**src/rtl/npc_sequencer_if.sv**
```systemverilog
// Control/target bundle between ID-stage decode and the nPC sequencer.
// master = decode side (drives controls), slave = sequencer.
interface npc_sequencer_if #(
   parameter int ADDR_W = 32,
   parameter int CNT_W  = 16
);
   logic              LE;
   logic              CALL;
   logic              J;
   logic              BI;
   logic              BA;
   logic              J_L;
   logic              a_bit;
   logic [ADDR_W-1:0] TAG;
   logic [ADDR_W-1:0] ALU_TGT;
   logic [ADDR_W-1:0] PC;
   logic [ADDR_W-1:0] nPC;
   logic [1:0]        nPC_sel;
   logic              IF_ID_R;
   logic              busy;
   logic [CNT_W-1:0]  annul_cnt;

   modport master (
      output LE, CALL, J, BI, BA, J_L, a_bit, TAG, ALU_TGT,
      input  PC, nPC, nPC_sel, IF_ID_R, busy, annul_cnt
   );
   modport slave (
      input  LE, CALL, J, BI, BA, J_L, a_bit, TAG, ALU_TGT,
      output PC, nPC, nPC_sel, IF_ID_R, busy, annul_cnt
   );
endinterface

```
**src/rtl/npc_sequencer.sv**
```systemverilog
// PC/nPC owner with SPARC delay-slot handling, post-reset flush hold,
// stall support and a saturating annulled-slot counter.
module npc_sequencer #(
   parameter int ADDR_W      = 32,
   parameter int RESET_PC    = 0,
   parameter int INSTR_BYTES = 4,
   parameter int RESET_HOLD  = 2,
   parameter int CNT_W       = 16
) (
   input logic            clk,
   input logic            R,
   npc_sequencer_if.slave bus
);
   localparam int HOLD_W = (RESET_HOLD < 1) ? 1 : $clog2(RESET_HOLD + 1);
   localparam logic [ADDR_W-1:0] RST_PC  = ADDR_W'(RESET_PC);
   localparam logic [ADDR_W-1:0] RST_NPC = ADDR_W'(RESET_PC + INSTR_BYTES);
   localparam logic [ADDR_W-1:0] INC     = ADDR_W'(INSTR_BYTES);

   typedef enum logic {HOLD, RUN} state_e;

   state_e            state_q, state_d;
   logic [HOLD_W-1:0] hold_q, hold_d;
   logic [ADDR_W-1:0] pc_q, pc_d;
   logic [ADDR_W-1:0] npc_q, npc_d;
   logic [CNT_W-1:0]  cnt_q, cnt_d;
   logic [1:0]        sel;
   logic              flush;
   logic [1:0]        sel_out;
   logic              if_id_r;
   logic              busy;

   // Delay-slot decode; first match wins.
   always_comb begin
      sel   = 2'b00;
      flush = 1'b0;
      if (bus.BI && bus.J) begin
         sel   = 2'b01;
         flush = bus.BA && bus.a_bit;
      end else if (bus.BI && bus.a_bit) begin
         flush = 1'b1;
      end else if (bus.CALL) begin
         sel = 2'b01;
      end else if (bus.J_L) begin
         sel = 2'b10;
      end
   end

   always_comb begin
      state_d = state_q;
      hold_d  = hold_q;
      pc_d    = pc_q;
      npc_d   = npc_q;
      cnt_d   = cnt_q;
      if (R || state_q == HOLD) begin
         sel_out = 2'b00;
         if_id_r = 1'b1;
         busy    = 1'b1;
      end else begin
         sel_out = sel;
         if_id_r = bus.LE && flush;
         busy    = 1'b0;
      end
      if (state_q == HOLD) begin
         hold_d = hold_q - HOLD_W'(1);
         if (hold_q <= HOLD_W'(1)) state_d = RUN;
      end else if (bus.LE) begin
         pc_d = npc_q;
         unique case (sel)
            2'b01:   npc_d = bus.TAG;
            2'b10:   npc_d = bus.ALU_TGT;
            default: npc_d = npc_q + INC;
         endcase
         if (flush && cnt_q != {CNT_W{1'b1}}) cnt_d = cnt_q + CNT_W'(1);
      end
   end

   always_ff @(posedge clk) begin
      if (R) begin
         state_q <= HOLD;
         hold_q  <= HOLD_W'(RESET_HOLD);
         pc_q    <= RST_PC;
         npc_q   <= RST_NPC;
         cnt_q   <= '0;
      end else begin
         state_q <= state_d;
         hold_q  <= hold_d;
         pc_q    <= pc_d;
         npc_q   <= npc_d;
         cnt_q   <= cnt_d;
      end
   end

   assign bus.PC        = pc_q;
   assign bus.nPC       = npc_q;
   assign bus.nPC_sel   = sel_out;
   assign bus.IF_ID_R   = if_id_r;
   assign bus.busy      = busy;
   assign bus.annul_cnt = cnt_q;
endmodule
```
**src/flat_wrapper.sv**
```systemverilog
// flat-port wrapper written by rule: the top's interface ports become plain ports
module npc_sequencer_flat 
#(
   parameter int ADDR_W      = 32,
   parameter int RESET_PC    = 0,
   parameter int INSTR_BYTES = 4,
   parameter int RESET_HOLD  = 2,
   parameter int CNT_W       = 16
)
  (clk, R, bus_LE, bus_CALL, bus_J, bus_BI, bus_BA, bus_J_L, bus_a_bit, bus_TAG, bus_ALU_TGT, bus_PC, bus_nPC, bus_nPC_sel, bus_IF_ID_R, bus_busy, bus_annul_cnt);
  npc_sequencer_if #(.ADDR_W(ADDR_W), .CNT_W(CNT_W)) bus_i ();
  input logic clk;
  input logic R;
  input wire logic [$bits(bus_i.LE)-1:0] bus_LE;
  input wire logic [$bits(bus_i.CALL)-1:0] bus_CALL;
  input wire logic [$bits(bus_i.J)-1:0] bus_J;
  input wire logic [$bits(bus_i.BI)-1:0] bus_BI;
  input wire logic [$bits(bus_i.BA)-1:0] bus_BA;
  input wire logic [$bits(bus_i.J_L)-1:0] bus_J_L;
  input wire logic [$bits(bus_i.a_bit)-1:0] bus_a_bit;
  input wire logic [$bits(bus_i.TAG)-1:0] bus_TAG;
  input wire logic [$bits(bus_i.ALU_TGT)-1:0] bus_ALU_TGT;
  output wire logic [$bits(bus_i.PC)-1:0] bus_PC;
  output wire logic [$bits(bus_i.nPC)-1:0] bus_nPC;
  output wire logic [$bits(bus_i.nPC_sel)-1:0] bus_nPC_sel;
  output wire logic [$bits(bus_i.IF_ID_R)-1:0] bus_IF_ID_R;
  output wire logic [$bits(bus_i.busy)-1:0] bus_busy;
  output wire logic [$bits(bus_i.annul_cnt)-1:0] bus_annul_cnt;
  assign bus_i.LE = bus_LE;
  assign bus_i.CALL = bus_CALL;
  assign bus_i.J = bus_J;
  assign bus_i.BI = bus_BI;
  assign bus_i.BA = bus_BA;
  assign bus_i.J_L = bus_J_L;
  assign bus_i.a_bit = bus_a_bit;
  assign bus_i.TAG = bus_TAG;
  assign bus_i.ALU_TGT = bus_ALU_TGT;
  assign bus_PC = bus_i.PC;
  assign bus_nPC = bus_i.nPC;
  assign bus_nPC_sel = bus_i.nPC_sel;
  assign bus_IF_ID_R = bus_i.IF_ID_R;
  assign bus_busy = bus_i.busy;
  assign bus_annul_cnt = bus_i.annul_cnt;
  npc_sequencer #(.ADDR_W(ADDR_W), .RESET_PC(RESET_PC), .INSTR_BYTES(INSTR_BYTES), .RESET_HOLD(RESET_HOLD), .CNT_W(CNT_W)) u_core (.clk(clk), .R(R), .bus(bus_i));
endmodule
```
**config.mk**
```make
export PLATFORM = sky130hd
export DESIGN_NAME = npc_sequencer_flat
export DESIGN_NICKNAME = d
export VERILOG_FILES = /design/src/rtl/npc_sequencer_if.sv /design/src/rtl/npc_sequencer.sv /design/src/flat_wrapper.sv
export SDC_FILE = /design/constraint.sdc
export NUM_CORES = 1
export LEC_CHECK = 0
export ABC_AREA = 1
export CORE_UTILIZATION = 25
export DETAILED_ROUTE_END_ITERATION = 12
export PLACE_DENSITY = 0.6
export RECOVER_POWER = 25
export SLEW_MARGIN = 20
export SYNTH_ARGS = -nofsm -noshare
export SYNTH_HDL_FRONTEND = slang
export SYNTH_SLANG_ARGS = --single-unit
```
**constraint.sdc**
```tcl
create_clock -name clk -period 4.3 [get_ports clk]
set_input_delay 1.075 -clock clk [delete_from_list [all_inputs] [get_ports clk]]
set_output_delay 1.075 -clock clk [all_outputs]
set_load 0.1 [all_outputs]
```
==> impl_metrics.toml, run 1 <==
[outcome]
outcome = "finished, final reports clean"

[floorplan]
start_util = 0.2591
die_area_um2 = 19490
die_x_um = 139.6
pin_count = 157
core_area_um2 = 18270
rows = 49
die_h_um = 139.6

[yosys]
synth-seq-area-share = 0.3510
avgSynthCellArea_um2 = 6.548
synth_cell_types = 38
netlist_area_um2 = 4735
syn_inst = 723
synth-seq-cells = 83
synth_mux_area_frac = 0
synth_top_family_by_area = "simple AND/OR/NAND/NOR gates"
ys_async_sr_fraction = 0
synthSimpleGateAreaFrac = 0.3335
synthTopCellsByArea = "dfxtp_1 (35%), nand2_1 (15%), nor2_1 (7.8%), o21ai_0 (5.5%), nand3_1 (4.5%)"
synth_top_area_frac = 0.3510
synth-compound-area-share = 0.1940
synth_top_area_cell = "dfxtp_1"
syn_nets = 801
synth_edf_count = 0
synth_adder_area_share = 0.01321
yosysWarnings = 0
synthFlopType = "dfxtp_1"
synth_xor_area_frac = 0.02220

[clock_network]
hold_buffers = 0
cts_inserted_buffers = 9
clk_latency_ps = 350
cts.clk_slew.worst_paths_ps = 60
clock-sinks = 83
cts_max_level = 3
clk_path_buf_depth = 2
cts_tree = "yes"
postCtsSetupRepairBufs = 0
post_cts_resized = 0
ctsRootBufferMaster = "clkbuf_16"

[pwr]
power.density_nw_per_um2 = 536.2
report.power.total_mw = 3.658
vdd_drop_max_uv = 329.1
leakagePower_nw = 2.566

[placement]
portBuffers = 156
gp_congestion = 0.8634
post-dp-hpwl_um = 12380

[run]
max-cap-violations = 0

[setup_path]
worst-path-max-fanout = 4
crit_type = "input pin to primary output"
worst-path-buf-inv = 3
cp.required_ps = 3220
worstPathCellList = "dlygate4sd3_1, nor2_1, inv_1, nor2_1, buf_12"
worstPathArrival_ps = 2400
critical-path-max-stage-delay_ps = 600
worst-r2r-setup-slack_ps = 1950
cp-start-kind = "input pin"
critical-path-top-delay-family = "buffers and inverters"
path_common_cell = "nor2_1"
cp-end-kind = "primary output"
critPathSlowestCell = "dlygate4sd3_1"

[global_route]
grt_max_degree = 84
grt_antenna_before_repair = 0
grt_pass1_vias = 4722
gr-usage-all-layers = 0.1771
grt_overflow = 0
grt_pass1_wl_um = 26570

[sta]
slew_headroom = 0.2720
drv_slew = 0
worst_pin_slew_ps = 1089
tns_ps = 0
setup_viol = 0
rsz0062_at_grt = "no"
finalCritPeriodShare = 0.8089
maxClockFrequency_ghz = 0.2875
finalHoldViolCount = 0
skew_ps = 15.52
min_period_ps = 3478

[routing]
drc_errors = 0
viasPerCell = 4.687
wirelength_um = 16910
initialDrtViolationCount = 308
wire_per_inst_um = 15.43
num_vias = 5137
ant_nets = 0
firstDrtPassIters = 6

[hold_path]
worstHoldPathType = "register to register"

[layout]
most-common-layout-cells = "nand2_1 (185), clkdlybuf4s50_1 (150), nor2_1 (98), dfxtp_1 (83), inv_1 (58)"
layout_commonest_cell = "nand2_1"
area_delta_synth_final_pct = 44.08
fill_cells = 1965
diodes = 0
nets = 941
drive_gt1_frac = 0.06574
-- routing by layer --
layer / global-route usage / share of wire
met1: 0.2494 / 0.49
met5: 0 / 0
met4: 0.05610 / 0.013
met3: 0.03751 / 0.057
met2: 0.2682 / 0.44
-- through the flow --
step	hold slack, ps	instance area (µm²)	std cells	setup WS [ps]	util
6_report	478.1	6822	1096	821.7	0.3734
5_1_grt	501.3	6822	1096	738.5	0.3734
3_3_place_gp	464.5	6548	1081	949.2	0.3584
3_5_place_dp	469.7	6548	1081	881.9	0.3584
4_1_cts	484.5	6843	1096	922.9	0.3745
2_1_floorplan	482.4	4735	723	1.969	-
-- report_power, final --
| group | switching [mW] | leakage [nW] | internal (mW) | total, mW |
|---|---|---|---|---|
| combinational | 1.37 | 1.74 | 0.443 | 1.81 |
| sequential | 0.140 | 0.677 | 0.911 | 1.05 |
| clock | 0.315 | 0.146 | 0.478 | 0.794 |
-- worst register-to-register path, cell delays in order, from the launching register on --
cell and delay, ps:
dfxtp_1 430, ha_1 220, nand2_1 60, inv_1 120, nand2_4 90, nor2_4 110
nand3_2 200, nand2_1 500, inv_1 310, nand2_1 150, a21oi_2 50
-- synthesized netlist by cell type, types with 7 or more instances --
| library cell | n |
|---|---|
| nand3_1 | 43 |
| o21ai_0 | 52 |
| a21oi_1 | 42 |
| nand4_1 | 11 |
| clkbuf_1 | 22 |
| buf_2 | 10 |
| a22o_1 | 15 |
| inv_1 | 57 |
| nand2_2 | 9 |
| a21oi_2 | 10 |
| nor2_1 | 98 |
| nand2_1 | 184 |
| nor2_2 | 7 |
| xor2_1 | 8 |
| o21ai_1 | 10 |
| dfxtp_1 | 83 |
| nor3_1 | 8 |
-- final timing paths --
check                                        startpoint                       to  cells after the start
worst min register to register        u_core.bus.PC[20]        u_core.bus.PC[20]                      2
worst max-delay path                                  R           bus_nPC_sel[0]                      5
worst min-delay path                  u_core.bus.PC[20]        u_core.bus.PC[20]                      2
worst max register to register  u_core.bus.annul_cnt[0]  u_core.bus.annul_cnt[9]                     10
-- flip-flops by register name (all words and copies together), names as in the netlist --
register and count:
u_core.bus.annul_cnt 16, u_core.bus.nPC 32, u_core.hold_q 2, u_core.state_q 1
u_core.bus.PC 32
-- logic make-up after synthesis --
logic type | count (synthesis)
DFF | 83
AOI/OAI and AO/OA | 153
xor gates and xnor gates | 12
adders and majority gates | 5
buffers and inverters | 99
and+or+nand+nor | 371
-- final cells by class --
cell class	count	area, µm²	area share
multi-input cells	541	2650	0.3885
inverters	62	232.7	0.03412
repair buffers	166	1695	0.2485
clock buffers	13	260.3	0.03815
clock inverters	2	35.03	0.005136
flip-flops and latches	83	1662	0.2436
well taps	229	286.5	0.04200
Power figures use the tool's default switching activity.
==> run 2, diff against run 1 <==
--- a/config.mk
+++ b/config.mk
@@ -8,7 +8,7 @@
 export ABC_AREA = 1
 export CORE_UTILIZATION = 25
 export DETAILED_ROUTE_END_ITERATION = 12
-export PLACE_DENSITY = 0.6
+export PLACE_DENSITY = 0.62
 export RECOVER_POWER = 25
 export SLEW_MARGIN = 20
 export SYNTH_ARGS = -nofsm -noshare
==> constraint.sdc (replaced) <==
create_clock -name clk -period 3 [get_ports clk]
set_input_delay 0.75 -clock clk [delete_from_list [all_inputs] [get_ports clk]]
set_output_delay 0.75 -clock clk [all_outputs]
set_load 0.1 [all_outputs]
==> run 2 against run 1 <==
Against the previous run: combinational power grew 35%; hold slack gained 6.8 ps; via count increased by 1.3%; non-clock buffer count grew 2; core utilization fell by 1.7 points; largest power group unchanged.
==> impl_metrics.toml, run 2 (synthesis results as in run 1) <==
[outcome]
outcome = "finished, final reports clean"

[routing]
wirelength_um = 16690
num_vias = 5205
ant_nets = 0
initialDrtViolationCount = 474
wire_per_inst_um = 15.20
viasPerCell = 4.740
drc_errors = 0
firstDrtPassIters = 5

[sta]
finalHoldViolCount = 0
whs_ps = 485.0
min_period_ps = 2648
drv_slew = 0
rsz0062_at_grt = "no"
maxClockFrequency_ghz = 0.3776
setup_ws_ps = 351.9
worst_pin_slew_ps = 1249
tns_ps = 0
setup_viol = 0
skew_ps = 6.205
finalCritPeriodShare = 0.8827
slew_headroom = 0.1708

[global_route]
grt_max_degree = 84
grt_antenna_before_repair = 0
grt_overflow = 0
grt_pass1_vias = 4766
grt_pass1_wl_um = 26360
gr-usage-all-layers = 0.1732

[placement]
portBuffers = 156
post-dp-hpwl_um = 12350
post-place-ws_ps = 239.9
gp_congestion = 0.8876

[floorplan]
rows = 49
start_util = 0.2591
core_area_um2 = 18270
die_x_um = 139.6
die_area_um2 = 19490
pin_count = 157
die_h_um = 139.6

[clock_network]
clock-sinks = 83
post_cts_resized = 0
cts_tree = "yes"
cts.clk_slew.worst_paths_ps = 60
cts_inserted_buffers = 9
postCtsSetupRepairBufs = 0
cts_max_level = 3
ctsRootBufferMaster = "clkbuf_16"
hold_buffers = 0
clk_path_buf_depth = 2
clk_latency_ps = 340

[layout]
drive_gt1_frac = 0.1243
fill_cells = 1990
nets = 943
area_delta_synth_final_pct = 37.71
diodes = 0
multiInputGateArea_um2 = 2670
ff_latch_area_um2 = 1662
final_util = 0.3569
layout_commonest_cell = "nand2_1"
most-common-layout-cells = "nand2_1 (184), nor2_1 (96), dfxtp_1 (83), clkdlybuf4s50_1 (72), inv_1 (57)"

[pwr]
report.power.total_mw = 5.102
leakagePower_nw = 2.559
vdd_drop_max_uv = 291.7
power.density_nw_per_um2 = 782.5

[hold_path]
min_to = "u_core.bus.PC[15]"
worstHoldPathType = "register to register"
whs_path_depth = 2
min_from = "u_core.bus.PC[15]"

[setup_path]
cp-start-kind = "input pin"
worstPathArrival_ps = 1900
r2r-start = "u_core.bus.annul_cnt[0]"
crit_type = "input pin to primary output"
cp-end-kind = "primary output"
worst-path-max-fanout = 4
worst-r2r-setup-slack_ps = 1060
rr_worst_depth = 10
cp.required_ps = 2250
r2r_end = "u_core.bus.annul_cnt[7]"

[run]
max-cap-violations = 0
==> run 2: changes by cell type in the layout (fill, tap and decap cells not counted), sizes merged <==
| cell | previous run | this run |
|---|---|---|
| buf | 12 | 56 |
| clkinvlp | 0 | 2 |
| dlygate4sd3 | 2 | 0 |
| clkdlybuf4s50 | 150 | 72 |
| clkbuf | 15 | 51 |
==> run 2: worst max-delay path: stages <==
cell and delay, ps:
clkdlybuf4s50_1 460, nor2_1 170, inv_1 150, nor2_2 180, buf_12 190
==> run 2: layout make-up <==
| type | instances | share of cell area |
|---|---|---|
| multi-input combinational | 541 | 0.4095 |
| tap | 229 | 0.04395 |
| timing repair buffer | 168 | 0.2096 |
| inverter | 62 | 0.03569 |
| clock inverter | 4 | 0.007676 |
| sequential | 83 | 0.2548 |
| clock buffer | 11 | 0.03876 |
==> run 2: how the worst max path moves through the flow <==
stage | startpoint | to | slack [ps] | depth (start not counted)
2_1_floorplan | R | bus_nPC_sel[0] | -200 | 4
3_3_place_gp | bus_BI | u_core.bus.nPC[0] | 310 | 9
3_5_place_dp | bus_BI | u_core.bus.nPC[26] | 240 | 11
4_1_cts | R | bus_nPC_sel[0] | 330 | 5
5_1_grt | R | bus_nPC_sel[1] | 260 | 5
6_report | R | bus_nPC_sel[0] | 350 | 5
==> run 2: routing by layer <==
layer  up-vias  global-route usage  share of wire
li1       2661                   -              -
met1      2358              0.2489           0.50
met2       170              0.2499           0.41
met3        16             0.04129          0.071
met4         0             0.06015          0.016
met5         -                   0              0
==> run 2: metrics by stage <==
stage | std cells | area, µm²
2_1_floorplan | 723 | 4740
3_3_place_gp | 1083 | 6367
3_5_place_dp | 1083 | 6367
4_1_cts | 1098 | 6670
5_1_grt | 1098 | 6520
6_report | 1098 | 6520
==> run 2: where the power goes <==
part	internal (mW)	switching, mW	leakage (nW)
Sequential	1.31	0.199	0.677
Clock	0.684	0.462	0.144
Combinational	0.487	1.96	1.74
==> run 3, diff against run 2 <==
--- a/config.mk
+++ b/config.mk
@@ -10,6 +10,7 @@
 export DETAILED_ROUTE_END_ITERATION = 12
 export PLACE_DENSITY = 0.62
 export RECOVER_POWER = 25
+export REMOVE_ABC_BUFFERS = 1
 export SLEW_MARGIN = 20
 export SYNTH_ARGS = -nofsm -noshare
 export SYNTH_HDL_FRONTEND = slang
==> run 3 against run 2 <==
Against the previous run: largest power group unchanged; final area grew 0.29%; register-to-register slack gained 20 ps; flip-flop and latch count is the same; clock skew grew 3.5 ps; first-iteration DRC count shrank 53%; clock power is essentially flat; largest cell class unchanged; non-clock buffer count is the same.
==> impl_metrics.toml, run 3 (synthesis results as in run 1) <==
[outcome]
outcome = "finished, final reports clean"

[floorplan]
start_util = 0.2591
die_h_um = 139.6
rows = 49
die_area_um2 = 19490
core_area_um2 = 18270
die_x_um = 139.6
pin_count = 157

[pwr]
vdd_drop_max_uv = 259.6
combPwrFrac = 0.478
p_switching_mw = 2.656
p_clk_frac = 0.230
p_int_mw = 2.470
switching_share = 0.5181
p_seq_frac = 0.292
leakagePower_nw = 2.574
power.density_nw_per_um2 = 784.0

[global_route]
grt_pass1_vias = 4896
grt_antenna_before_repair = 0
grt_max_degree = 84
grt_overflow = 0
grt_pass1_wl_um = 26580
gr-usage-all-layers = 0.1744

[sta]
rsz0062_at_grt = "no"
whs_ps = 485.1
finalCritPeriodShare = 0.9008
slew_headroom = 0.1681
setup_viol = 0
min_period_ps = 2702
worst_pin_slew_ps = 1253
skew_ps = 9.683
finalHoldViolCount = 0
maxClockFrequency_ghz = 0.3701
drv_slew = 0

[setup_path]
cp.required_ps = 2250
cp-start-kind = "input pin"
cp-end-kind = "primary output"
worstPathArrival_ps = 1950
crit_type = "input pin to primary output"
worst-path-max-fanout = 4

[routing]
firstDrtPassIters = 4
wirelength_um = 16520
initialDrtViolationCount = 222
wire_per_inst_um = 15.03
ant_nets = 0
num_vias = 5106
drc_errors = 0
viasPerCell = 4.646

[placement]
gp_congestion = 0.8580
portBuffers = 156
post-dp-hpwl_um = 11930

[clock_network]
cts_tree = "yes"
cts.clk_slew.worst_paths_ps = 70
postCtsSetupRepairBufs = 0
cts_max_level = 3
clk_path_buf_depth = 2
cts_inserted_buffers = 9
ctsRootBufferMaster = "clkbuf_16"
clock-sinks = 83
hold_buffers = 0
clk_latency_ps = 350
post_cts_resized = 0

[layout]
drive_gt1_frac = 0.1241
area_delta_synth_final_pct = 38.11
final_util = 0.3579
layout_commonest_cell = "nand2_1"
nets = 943
most-common-layout-cells = "nand2_1 (184), nor2_1 (97), dfxtp_1 (83), clkdlybuf4s50_1 (72), inv_1 (57)"
diodes = 0

[run]
max-cap-violations = 0

[hold_path]
worstHoldPathType = "register to register"
## run 3: changes by cell type in the layout (fill, tap and decap cells not counted)
cell        change
nor2_1          +1
nor2_2          -1
buf_4           -1
inv_6           +1
inv_8           +1
buf_12          +1
clkbuf_8        -1
clkinvlp_4      -2
clkinv_4        +2
## run 3: area by class of cell
type,instances,area [µm²]
Inverter,62,232.7
Timing Repair Buffer,168,1379
Sequential cell,83,1662
Multi-Input combinational cell,541,2668
Fill cell,1988,11730
Clock buffer,10,239.0
Tap cell,229,286.5
Clock inverter,6,72.57
## run 3: metal layers
layer  up-vias  wire length (µm)  GRT usage  share of wire
li1       2657                 -          -              -
met1      2304              7368     0.2170           0.45
met2       135              7724     0.2875           0.47
met3        10              1218    0.05781          0.074
met4         0               210    0.04685          0.013
met5         -                 0          0              0
## run 3: through the flow
step	TNS [ps]	setup WS (ps)	cell area [µm²]	instances	power [mW]
floorplan	-899.9	-450.0	4559	686	3.352
global placement	0	277.1	6377	1083	4.059
detailed placement	0	265.9	6377	1083	4.074
CTS	0	264.1	6689	1099	5.268
global route	0	198.9	6539	1099	5.374
finish	0	297.7	6539	1099	5.126
## run 3: power by group through the flow
| stage | Sequential [mW] | Clock [mW] | Combinational, mW |
|---|---|---|---|
| 6_report | 1.49 | 1.18 | 2.45 |
| 5_1_grt | 1.53 | 1.26 | 2.59 |
| 4_1_cts | 1.50 | 1.21 | 2.56 |
| 3_5_place_dp | 1.52 | 0 | 2.56 |
| 3_3_place_gp | 1.51 | 0 | 2.55 |
| 2_1_floorplan | 2.77 | 0 | 0.579 |
## run 3: final timing paths
path | from | to | slack (ps) | cells after the start
setup / recovery | R | bus_nPC_sel[0] | 300 | 5
hold / removal | u_core.bus.PC[9] | u_core.bus.PC[9] | 490 | 2
setup reg to reg | u_core.bus.annul_cnt[0] | u_core.bus.annul_cnt[8] | 1080 | 10
hold reg to reg | u_core.bus.PC[9] | u_core.bus.PC[9] | 490 | 2
## run 3: worst max-delay path, cell delays in order
cell	delay (ps)
clkdlybuf4s50_1	490
nor2_1	170
inv_1	120
nor2_1	210
buf_12	200
